<file path="config.mk">
export PLATFORM = sky130hd
export DESIGN_NAME = complex_mag_engine_flat
export DESIGN_NICKNAME = d
export VERILOG_FILES = /design/src/rtl/complex_mag_engine_if.sv /design/src/rtl/complex_mag_engine.sv /design/src/flat_wrapper.sv
export SDC_FILE = /design/constraint.sdc
export NUM_CORES = 1
export LEC_CHECK = 0
export BUFFER_PORTS_ARGS = -buffer_cell sky130_fd_sc_hd__buf_2
export CORE_AREA = 2 2 238 287
export CTS_CLUSTER_SIZE = 12
export DETAILED_ROUTE_END_ITERATION = 8
export DIE_AREA = 0 0 240 289
export GPL_TIMING_DRIVEN = 1
export SLEW_MARGIN = 20
export SYNTH_ARGS = -nofsm -noshare
export SYNTH_HDL_FRONTEND = slang
export SYNTH_SLANG_ARGS = --single-unit
</file>
<file path="constraint.sdc">
create_clock -name clk_in -period 9.4 [get_ports clk_in]
set_clock_uncertainty 0.1 [all_clocks]
set_input_delay 1.41 -clock clk_in [delete_from_list [all_inputs] [get_ports clk_in]]
set_output_delay 1.41 -clock clk_in [all_outputs]
set_load 0.02 [all_outputs]
</file>
<file path="src/rtl/complex_mag_engine_if.sv">
// Sample stream in, magnitude stream out, plus the per-frame peak report.
// The engine takes the slave side; whatever feeds and drains it takes the master side.
interface complex_mag_engine_if #(
    parameter int DATA_WIDTH  = 32,
    parameter int INDEX_WIDTH = 6
);
    logic signed [DATA_WIDTH-1:0] s_i_in;
    logic signed [DATA_WIDTH-1:0] s_q_in;
    logic                         s_valid_in;
    logic                         s_last_in;
    logic [1:0]                   mode_in;
    logic                         s_ready_out;

    logic [DATA_WIDTH:0]          m_mag_out;
    logic [INDEX_WIDTH-1:0]       m_index_out;
    logic                         m_last_out;
    logic                         m_valid_out;
    logic                         m_ready_in;

    logic [DATA_WIDTH:0]          peak_mag_out;
    logic [INDEX_WIDTH-1:0]       peak_index_out;
    logic                         peak_valid_out;

    modport slave (
        input  s_i_in, s_q_in, s_valid_in, s_last_in, mode_in, m_ready_in,
        output s_ready_out, m_mag_out, m_index_out, m_last_out, m_valid_out,
               peak_mag_out, peak_index_out, peak_valid_out
    );

    modport master (
        output s_i_in, s_q_in, s_valid_in, s_last_in, mode_in, m_ready_in,
        input  s_ready_out, m_mag_out, m_index_out, m_last_out, m_valid_out,
               peak_mag_out, peak_index_out, peak_valid_out
    );
endinterface

</file>
<file path="src/rtl/complex_mag_engine.sv">
// Three-stage I/Q magnitude estimator (abs -> min/max -> combine) with a
// per-frame peak tracker. The whole pipeline stalls together on output back-pressure.
module complex_mag_engine #(
    parameter int DATA_WIDTH  = 32,
    parameter int INDEX_WIDTH = 6
) (
    input  logic                 clk_in,
    input  logic                 rst_in,
    complex_mag_engine_if.slave  bus
);
    localparam int DW = DATA_WIDTH;
    localparam int IW = INDEX_WIDTH;

    // Two's-complement abs into DW unsigned bits; the most negative input maps to 2^(DW-1).
    function automatic logic [DW-1:0] abs_u(input logic [DW-1:0] x);
        return x[DW-1] ? ((~x) + DW'(1)) : x;
    endfunction

    logic en;
    logic accept;

    logic [IW-1:0] idx_q, idx_d;

    logic          v1_q, v1_d;
    logic [DW-1:0] ai1_q, ai1_d;
    logic [DW-1:0] aq1_q, aq1_d;
    logic [IW-1:0] idx1_q, idx1_d;
    logic          last1_q, last1_d;
    logic [1:0]    mode1_q, mode1_d;

    logic          v2_q, v2_d;
    logic [DW-1:0] max2_q, max2_d;
    logic [DW-1:0] min2_q, min2_d;
    logic [IW-1:0] idx2_q, idx2_d;
    logic          last2_q, last2_d;
    logic [1:0]    mode2_q, mode2_d;

    logic          mv_q, mv_d;
    logic [DW:0]   mag_q, mag_d;
    logic [IW-1:0] midx_q, midx_d;
    logic          mlast_q, mlast_d;

    logic          in_frame_q, in_frame_d;
    logic [DW:0]   trk_mag_q, trk_mag_d;
    logic [IW-1:0] trk_idx_q, trk_idx_d;
    logic [DW:0]   pk_mag_q, pk_mag_d;
    logic [IW-1:0] pk_idx_q, pk_idx_d;
    logic          pv_q, pv_d;

    logic          hs;
    logic [DW:0]   ext_max;
    logic [DW:0]   ext_min;
    logic [DW:0]   combined;
    logic [DW:0]   cand_mag;
    logic [IW-1:0] cand_idx;

    assign en              = !mv_q || bus.m_ready_in;
    assign accept          = bus.s_valid_in && en;
    assign bus.s_ready_out = en;
    assign hs              = mv_q && bus.m_ready_in;

    assign ext_max = {1'b0, max2_q};
    assign ext_min = {1'b0, min2_q};

    always_comb begin
        combined = ext_max;
        case (mode2_q)
            2'd0:    combined = ext_max + (ext_min >> 2);
            2'd1:    combined = ext_max + (ext_min >> 2) + (ext_min >> 3);
            2'd2:    combined = ext_max;
            default: combined = ext_max + ext_min;
        endcase
    end

    always_comb begin
        idx_d = idx_q;
        if (accept) begin
            idx_d = bus.s_last_in ? '0 : idx_q + IW'(1);
        end
    end

    always_comb begin
        v1_d    = v1_q;
        ai1_d   = ai1_q;
        aq1_d   = aq1_q;
        idx1_d  = idx1_q;
        last1_d = last1_q;
        mode1_d = mode1_q;
        v2_d    = v2_q;
        max2_d  = max2_q;
        min2_d  = min2_q;
        idx2_d  = idx2_q;
        last2_d = last2_q;
        mode2_d = mode2_q;
        mv_d    = mv_q;
        mag_d   = mag_q;
        midx_d  = midx_q;
        mlast_d = mlast_q;
        if (en) begin
            v1_d    = bus.s_valid_in;
            ai1_d   = abs_u(bus.s_i_in);
            aq1_d   = abs_u(bus.s_q_in);
            idx1_d  = idx_q;
            last1_d = bus.s_last_in;
            mode1_d = bus.mode_in;

            v2_d    = v1_q;
            max2_d  = (ai1_q >= aq1_q) ? ai1_q : aq1_q;
            min2_d  = (ai1_q >= aq1_q) ? aq1_q : ai1_q;
            idx2_d  = idx1_q;
            last2_d = last1_q;
            mode2_d = mode1_q;

            mv_d    = v2_q;
            mag_d   = combined;
            midx_d  = idx2_q;
            mlast_d = last2_q;
        end
    end

    // First beat of a frame loads unconditionally; afterwards only a strictly larger value wins.
    always_comb begin
        cand_mag = trk_mag_q;
        cand_idx = trk_idx_q;
        if (!in_frame_q || (mag_q > trk_mag_q)) begin
            cand_mag = mag_q;
            cand_idx = midx_q;
        end
    end

    always_comb begin
        in_frame_d = in_frame_q;
        trk_mag_d  = trk_mag_q;
        trk_idx_d  = trk_idx_q;
        pk_mag_d   = pk_mag_q;
        pk_idx_d   = pk_idx_q;
        pv_d       = 1'b0;
        if (hs) begin
            trk_mag_d = cand_mag;
            trk_idx_d = cand_idx;
            if (mlast_q) begin
                in_frame_d = 1'b0;
                pk_mag_d   = cand_mag;
                pk_idx_d   = cand_idx;
                pv_d       = 1'b1;
            end else begin
                in_frame_d = 1'b1;
            end
        end
    end

    always_ff @(posedge clk_in or posedge rst_in) begin
        if (rst_in) begin
            idx_q      <= '0;
            v1_q       <= 1'b0;
            ai1_q      <= '0;
            aq1_q      <= '0;
            idx1_q     <= '0;
            last1_q    <= 1'b0;
            mode1_q    <= '0;
            v2_q       <= 1'b0;
            max2_q     <= '0;
            min2_q     <= '0;
            idx2_q     <= '0;
            last2_q    <= 1'b0;
            mode2_q    <= '0;
            mv_q       <= 1'b0;
            mag_q      <= '0;
            midx_q     <= '0;
            mlast_q    <= 1'b0;
            in_frame_q <= 1'b0;
            trk_mag_q  <= '0;
            trk_idx_q  <= '0;
            pk_mag_q   <= '0;
            pk_idx_q   <= '0;
            pv_q       <= 1'b0;
        end else begin
            idx_q      <= idx_d;
            v1_q       <= v1_d;
            ai1_q      <= ai1_d;
            aq1_q      <= aq1_d;
            idx1_q     <= idx1_d;
            last1_q    <= last1_d;
            mode1_q    <= mode1_d;
            v2_q       <= v2_d;
            max2_q     <= max2_d;
            min2_q     <= min2_d;
            idx2_q     <= idx2_d;
            last2_q    <= last2_d;
            mode2_q    <= mode2_d;
            mv_q       <= mv_d;
            mag_q      <= mag_d;
            midx_q     <= midx_d;
            mlast_q    <= mlast_d;
            in_frame_q <= in_frame_d;
            trk_mag_q  <= trk_mag_d;
            trk_idx_q  <= trk_idx_d;
            pk_mag_q   <= pk_mag_d;
            pk_idx_q   <= pk_idx_d;
            pv_q       <= pv_d;
        end
    end

    assign bus.m_valid_out    = mv_q;
    assign bus.m_mag_out      = mag_q;
    assign bus.m_index_out    = midx_q;
    assign bus.m_last_out     = mlast_q;
    assign bus.peak_mag_out   = pk_mag_q;
    assign bus.peak_index_out = pk_idx_q;
    assign bus.peak_valid_out = pv_q;
endmodule

</file>
<file path="src/flat_wrapper.sv">
// flat-port wrapper written by rule: the top's interface ports become plain ports
module complex_mag_engine_flat 
#(
    parameter int DATA_WIDTH  = 32,
    parameter int INDEX_WIDTH = 6
)
  (clk_in, rst_in, bus_s_i_in, bus_s_q_in, bus_s_valid_in, bus_s_last_in, bus_mode_in, bus_m_ready_in, bus_s_ready_out, bus_m_mag_out, bus_m_index_out, bus_m_last_out, bus_m_valid_out, bus_peak_mag_out, bus_peak_index_out, bus_peak_valid_out);
  complex_mag_engine_if #(.DATA_WIDTH(DATA_WIDTH), .INDEX_WIDTH(INDEX_WIDTH)) bus_i ();
  input  logic clk_in;
  input  logic rst_in;
  input wire logic [$bits(bus_i.s_i_in)-1:0] bus_s_i_in;
  input wire logic [$bits(bus_i.s_q_in)-1:0] bus_s_q_in;
  input wire logic [$bits(bus_i.s_valid_in)-1:0] bus_s_valid_in;
  input wire logic [$bits(bus_i.s_last_in)-1:0] bus_s_last_in;
  input wire logic [$bits(bus_i.mode_in)-1:0] bus_mode_in;
  input wire logic [$bits(bus_i.m_ready_in)-1:0] bus_m_ready_in;
  output wire logic [$bits(bus_i.s_ready_out)-1:0] bus_s_ready_out;
  output wire logic [$bits(bus_i.m_mag_out)-1:0] bus_m_mag_out;
  output wire logic [$bits(bus_i.m_index_out)-1:0] bus_m_index_out;
  output wire logic [$bits(bus_i.m_last_out)-1:0] bus_m_last_out;
  output wire logic [$bits(bus_i.m_valid_out)-1:0] bus_m_valid_out;
  output wire logic [$bits(bus_i.peak_mag_out)-1:0] bus_peak_mag_out;
  output wire logic [$bits(bus_i.peak_index_out)-1:0] bus_peak_index_out;
  output wire logic [$bits(bus_i.peak_valid_out)-1:0] bus_peak_valid_out;
  assign bus_i.s_i_in = bus_s_i_in;
  assign bus_i.s_q_in = bus_s_q_in;
  assign bus_i.s_valid_in = bus_s_valid_in;
  assign bus_i.s_last_in = bus_s_last_in;
  assign bus_i.mode_in = bus_mode_in;
  assign bus_i.m_ready_in = bus_m_ready_in;
  assign bus_s_ready_out = bus_i.s_ready_out;
  assign bus_m_mag_out = bus_i.m_mag_out;
  assign bus_m_index_out = bus_i.m_index_out;
  assign bus_m_last_out = bus_i.m_last_out;
  assign bus_m_valid_out = bus_i.m_valid_out;
  assign bus_peak_mag_out = bus_i.peak_mag_out;
  assign bus_peak_index_out = bus_i.peak_index_out;
  assign bus_peak_valid_out = bus_i.peak_valid_out;
  complex_mag_engine #(.DATA_WIDTH(DATA_WIDTH), .INDEX_WIDTH(INDEX_WIDTH)) u_core (.clk_in(clk_in), .rst_in(rst_in), .bus(bus_i));
endmodule
</file>
# == Word level (Yosys, flattened, before mapping) ==
# Cells that the tools add are included.
# word_totals
register_bits,275
latch_bits,0
mem_bits_rw,0
romBits,0
input_bits,71
output_inout_bits,82
elab_cells,54
mem_count,0
# op_classes
addsub,6
n_mul,0
div,0
order_cmp,2
eq_ne,2
shift,0
mux,11
bitwise_logic,2
n_reduce_logical,8
# op_table
op,count
2-to-1 mux 32 bit,4
one-hot mux 33 bit (3 select lines),1
"adder 32 x 1 -> 32 bit, second input constant",2
inverter 32 bit,2
adder 32 x 30 -> 33 bit,1
adder 32 x 32 -> 33 bit,1
adder 33 x 29 -> 33 bit,1
> comparator 33 bit,1
2-to-1 mux 33 bit,1
>= comparator 32 bit,1
2-to-1 mux 6 bit,2
"adder 6 x 1 -> 6 bit, second input constant",1
2-to-1 mux 1 bit,3
"equality test 2 x 1 -> 1 bit, second input constant",1
"equality test 2 bit, second input constant",1
logical AND 1 bit,2
zero test 1 bit,2
zero test 2 bit,1
logical OR 1 bit,2
AND reduction 2 bit,1

# == Logic depth before layout (Yosys ltp) ==
# logic_depth
depth_word,3
mapped_depth,21

# == Least setup slack after synthesis ==
# No wires, ideal clock.
# synth_timing
path_kind,register to register
start,reg u_core.min2_q[2]
end,reg u_core.mag_q[24] (netlist: u_core.bus.m_mag_out[24])
t_arrival_ns,4.303
t_required_ns,9.175
slack_ns,4.872
stages_incl_launch_ff,21
n_path_buf,0
period_less_slack_ns,4.528
path_cell_list,dfrtp_1 ha_1 inv_1 fa_1 nor2b_1 o31a_1 o21ai_0 nand2b_1 a221oi_1 o21ai_0 xor2_1 ha_1 and4_1 nand4_1 nor2_1 o21ai_0 a211o_1 and3b_1 xnor2_1 mux4_2 mux2_2
# synth_between
elab_chain_len,3
elab_cells_between_ends,4
classes_between,3 x add/sub; 1 x mux
# synth_lines
item,line,rtl
start: declaration,complex_mag_engine.sv:33,"logic [DW-1:0] min2_q, min2_d;"
start signal: assignment,complex_mag_engine.sv:187,min2_q <= min2_d;
adder 32 x 30 -> 33 bit,"complex_mag_engine.sv:68, complex_mag_engine.sv:69",
adder 33 x 29 -> 33 bit,complex_mag_engine.sv:69,2'd1: combined = ext_max + (ext_min >> 2) + (ext_min >> 3);
one-hot mux 33 bit (3 select lines) *,complex_mag_engine.sv:67,case (mode2_q)
end signal: assignment,complex_mag_engine.sv:192,mag_q <= mag_d;
end: declaration,complex_mag_engine.sv:39,"logic [DW:0] mag_q, mag_d;"
# Every way passes the cells marked *; elsewhere a longest branch is shown, timed or not.
# A chain may end at the register's enable or synchronous reset.

# == Worst setup path in the final report ==
# Ends and elaborated chain as after synthesis.

==> summary.txt <==
Status
  • Status: finished, final reports clean

Die
  • Die Wd: ~240 µm
  • Core Region: 66,600 µm²
  • Die height: 289 µm
  • Initial Util: 0.297
  • Rows: 104
  • Die area: just under 70,000 µm²
  • Ports: between 150 and 200

Drt
  • Routed vias/inst: 5.14
  • DR WL/cell: around 17 µm
  • Post-route DRC: 0
  • Initial DRC Count: roughly 1.1k
  • DRT Pass-1 Iters: 5
  • Routed Antenna Nets: 0
  • DR vias: between 15k and 20k
  • Final WL: between 50,000 and 60,000 µm

STA
  • Setup TNS: 0 ns
  • Final hold violation count: 0
  • Final min period: around 5.1 ns
  • Fmax: 0.194 GHz
  • Final Max Tran Viols: 0
  • Max-slew headroom: 0.325
  • Least-Margin Pin Slew: 1.01 ns
  • RSZ-0062 raised after global routing: no
  • Fin crit share: 0.547
  • Final setup viols: 0

Final layout
  • Multi-input logic area: ~12,000 µm²
  • Non-Filler Instances: around 3.3k
  • # diodes: 0
  • FILL cells: between 7k and 8k
  • Share of layout cells above drive strength 1: 0.136
  • Commonest non-fill, non-tap cells in the layout: nand2_1, dfrtp_1, o21ai_0
  • Area growth from synthesis to layout: 14.4%
  • Most common cell after layout, fill and taps aside: nand2_1
  • Nets: 2,584
  • FF/Latch Area: between 6000 and 7000 µm²

Job
  • Max-cap violations: 0

Worst hold path
  • Hold Startpoint: u_core.v2_q$_DFFE_PP0N_
  • Hold path endpoint: u_core.v2_q$_DFFE_PP0N_
  • Hold WC Path Type: register to register
  • Hold depth: 2

CTS
  • H-tree depth: 2
  • Setup Buffers After CTS: 0
  • # clock sinks: 275
  • Root Driver: clkbuf_16
  • Longest Clk Path Bufs: 3
  • Clk_lat worst skew: between 0.5 and 0.6 ns
  • CTS tree: built
  • TritonCTS Buffers: 36
  • Hold_buf cts: 0
  • Reg clk slew, reported paths: 0.06 ns
  • Resized Gates After CTS: 0

Global routing
  • Gr busiest metal: met2
  • Largest net degree at the start of global routing: around 270
  • Met2 usage: 0.264
  • GRT Total Usage: 0.162
  • GR Layer Usage met3: 0.0202
  • GR Overflow Total: 0
  • Grt met1 use: 0.224
  • Number of global-route vias before repair: around 16k
  • First-pass GRT wire length: 89,800 µm
  • Initial antenna violation count: 1

Critical path
  • Slowest CP cell: mux4_2
  • Worst path max stage delay: 0.46 ns
  • Setup CP Type: register to register
  • Worst-path cell chain: ha_1 -> inv_1 -> fa_1 -> nor2b_1 -> o31a_1 -> o21ai_0 -> nand2b_1 -> a221oi_1 -> o21ai_0 -> xor2_1 -> ha_1 -> and4_1 -> nand4_1 -> nor2_1 -> o21ai_0 -> a211o_1 -> and3b_1 -> xnor2_1 -> mux4_2 -> mux2_2
  • Crit Reg-Reg Endpoint: u_core.bus.m_mag_out[24]$_DFFE_PP0N_
  • Critical path data arrival time: ~5.5 ns
  • CP Capture Type: register
  • Critical R2R Launch: u_core.min2_q[2]$_DFFE_PP0N_
  • FF-to-FF path depth: 20
  • R2R Setup Slk: approximately 4.3 ns
  • CP max FO: 8
  • Required @ worst endpoint: about 9.7 ns
  • CP Launch Type: register
  • Top cell by count, worst path: o21ai_0

Placed design
  • Input/output buffers: roughly 150
  • Final RePlAce weighted congestion: 0.916
  • DP HPWL: roughly 42,000 µm
  • Placed cells: around 3.2k

Synth
  • Synth Register Bits: 275
  • Synth Cell Area: roughly 20,000 µm²
  • Unique masters post-synth: between 70 and 80
  • Main synth FF type: dfrtp_1
  • Post-synth EDFFs: 0
  • Fraction of registers with async set/reset: 1.00
  • Synth Instances: ~2.3k
  • Syn Area/Cell: between 8 and 9 µm²
  • Sequential element share of the synthesized area: 0.348
  • Syn_nets: 2,490
  • Ys Warns: 0
logic make-up after synthesis:
kind of cell,after synthesis,synth area share
muxes,131,0.0807
xor gates and xnor gates,128,0.0567
adders and majority gates,166,0.106
and+or+nand+nor,739,0.173
DFF,275,0.348
buffers and inverters,213,0.0410
AOI/OAI and AO/OA,602,0.194
layout make-up:
cell class | count | area share
multi-input cells | 1766 | 0.535
flip-flops and latches | 275 | 0.304
well taps | 901 | 0.0498
clock buffers | 53 | 0.0484
repair buffers | 167 | 0.0406
inverters | 102 | 0.0173
clock inverters | 8 | 0.00465
cells in the mapped netlist (17+ instances only):
cell	instances	area (µm²)
a211oi_1	18	135
nand3_1	77	385
a21oi_1	114	571
xor2_1	79	692
nor3_1	25	125
ha_1	162	2030
dfrtp_1	275	6880
nand2b_1	17	106
o31ai_1	28	210
mux4_2	18	405
nor2_1	95	357
a31oi_1	21	131
o21ai_0	202	1010
xnor2_1	49	429
o211ai_1	53	398
nand4_1	62	388
mux2i_1	66	661
nand2_1	377	1420
a21o_1	52	390
inv_1	100	375
mux2_2	47	529
clkbuf_1	90	338
critical path, delay by kind of cell, from the launching register on:
family | cells | cell delay, ns
buffers and inverters | 1 | 0.07
and+or+nand+nor | 6 | 0.93
adders and majority gates | 3 | 0.88
muxes | 2 | 0.73
DFF | 1 | 0.40
AOI/OAI and AO/OA | 6 | 1.60
xor gates and xnor gates | 2 | 0.33
metal layers:
metal	vias to the layer above	share of wire
li1	8371	-
met5	-	0
met1	7968	0.48
met3	76	0.043
met4	0	0.022
met2	402	0.45
through the flow:
| stage | worst slack [ns] | area (µm²) | utilization | hold slack [ns] |
|---|---|---|---|---|
| global placement | 4.33 | 21400 | 0.321 | 0.343 |
| global route | 3.98 | 22600 | 0.340 | 0.382 |
| finish | 4.26 | 22600 | 0.340 | 0.360 |
| CTS | 4.32 | 22600 | 0.339 | 0.364 |
| floorplan | 0.310 | 19800 | - | 0.330 |
| detailed placement | 4.33 | 21400 | 0.321 | 0.352 |
sequential cells by signal, summed over array words and instances (netlist names), 32 cells and up:
signal,count
u_core.ai1_q,32
u_core.aq1_q,32
u_core.bus.m_mag_out,33
u_core.bus.peak_mag_out,33
u_core.max2_q,32
u_core.min2_q,32
u_core.trk_mag_q,33
how the worst max path moves through the flow:
stage / end / slack (ns) / start / depth (start not counted)
2_1_floorplan: u_core.ai1_q[0]$_DFFE_PP0N_ / 0.31 / rst_in / 1
3_3_place_gp: u_core.bus.m_mag_out[24]$_DFFE_PP0N_ / 4.33 / u_core.min2_q[2]$_DFFE_PP0N_ / 20
3_5_place_dp: u_core.bus.m_mag_out[24]$_DFFE_PP0N_ / 4.33 / u_core.min2_q[2]$_DFFE_PP0N_ / 20
4_1_cts: u_core.bus.m_mag_out[24]$_DFFE_PP0N_ / 4.32 / u_core.min2_q[2]$_DFFE_PP0N_ / 20
5_1_grt: u_core.bus.m_mag_out[24]$_DFFE_PP0N_ / 3.98 / u_core.min2_q[2]$_DFFE_PP0N_ / 19
6_report: u_core.bus.m_mag_out[24]$_DFFE_PP0N_ / 4.26 / u_core.min2_q[2]$_DFFE_PP0N_ / 20
Power is left out: the tool's default activity adds up to more than one toggle a clock period on the data nets, which glitch-free logic cannot reach.
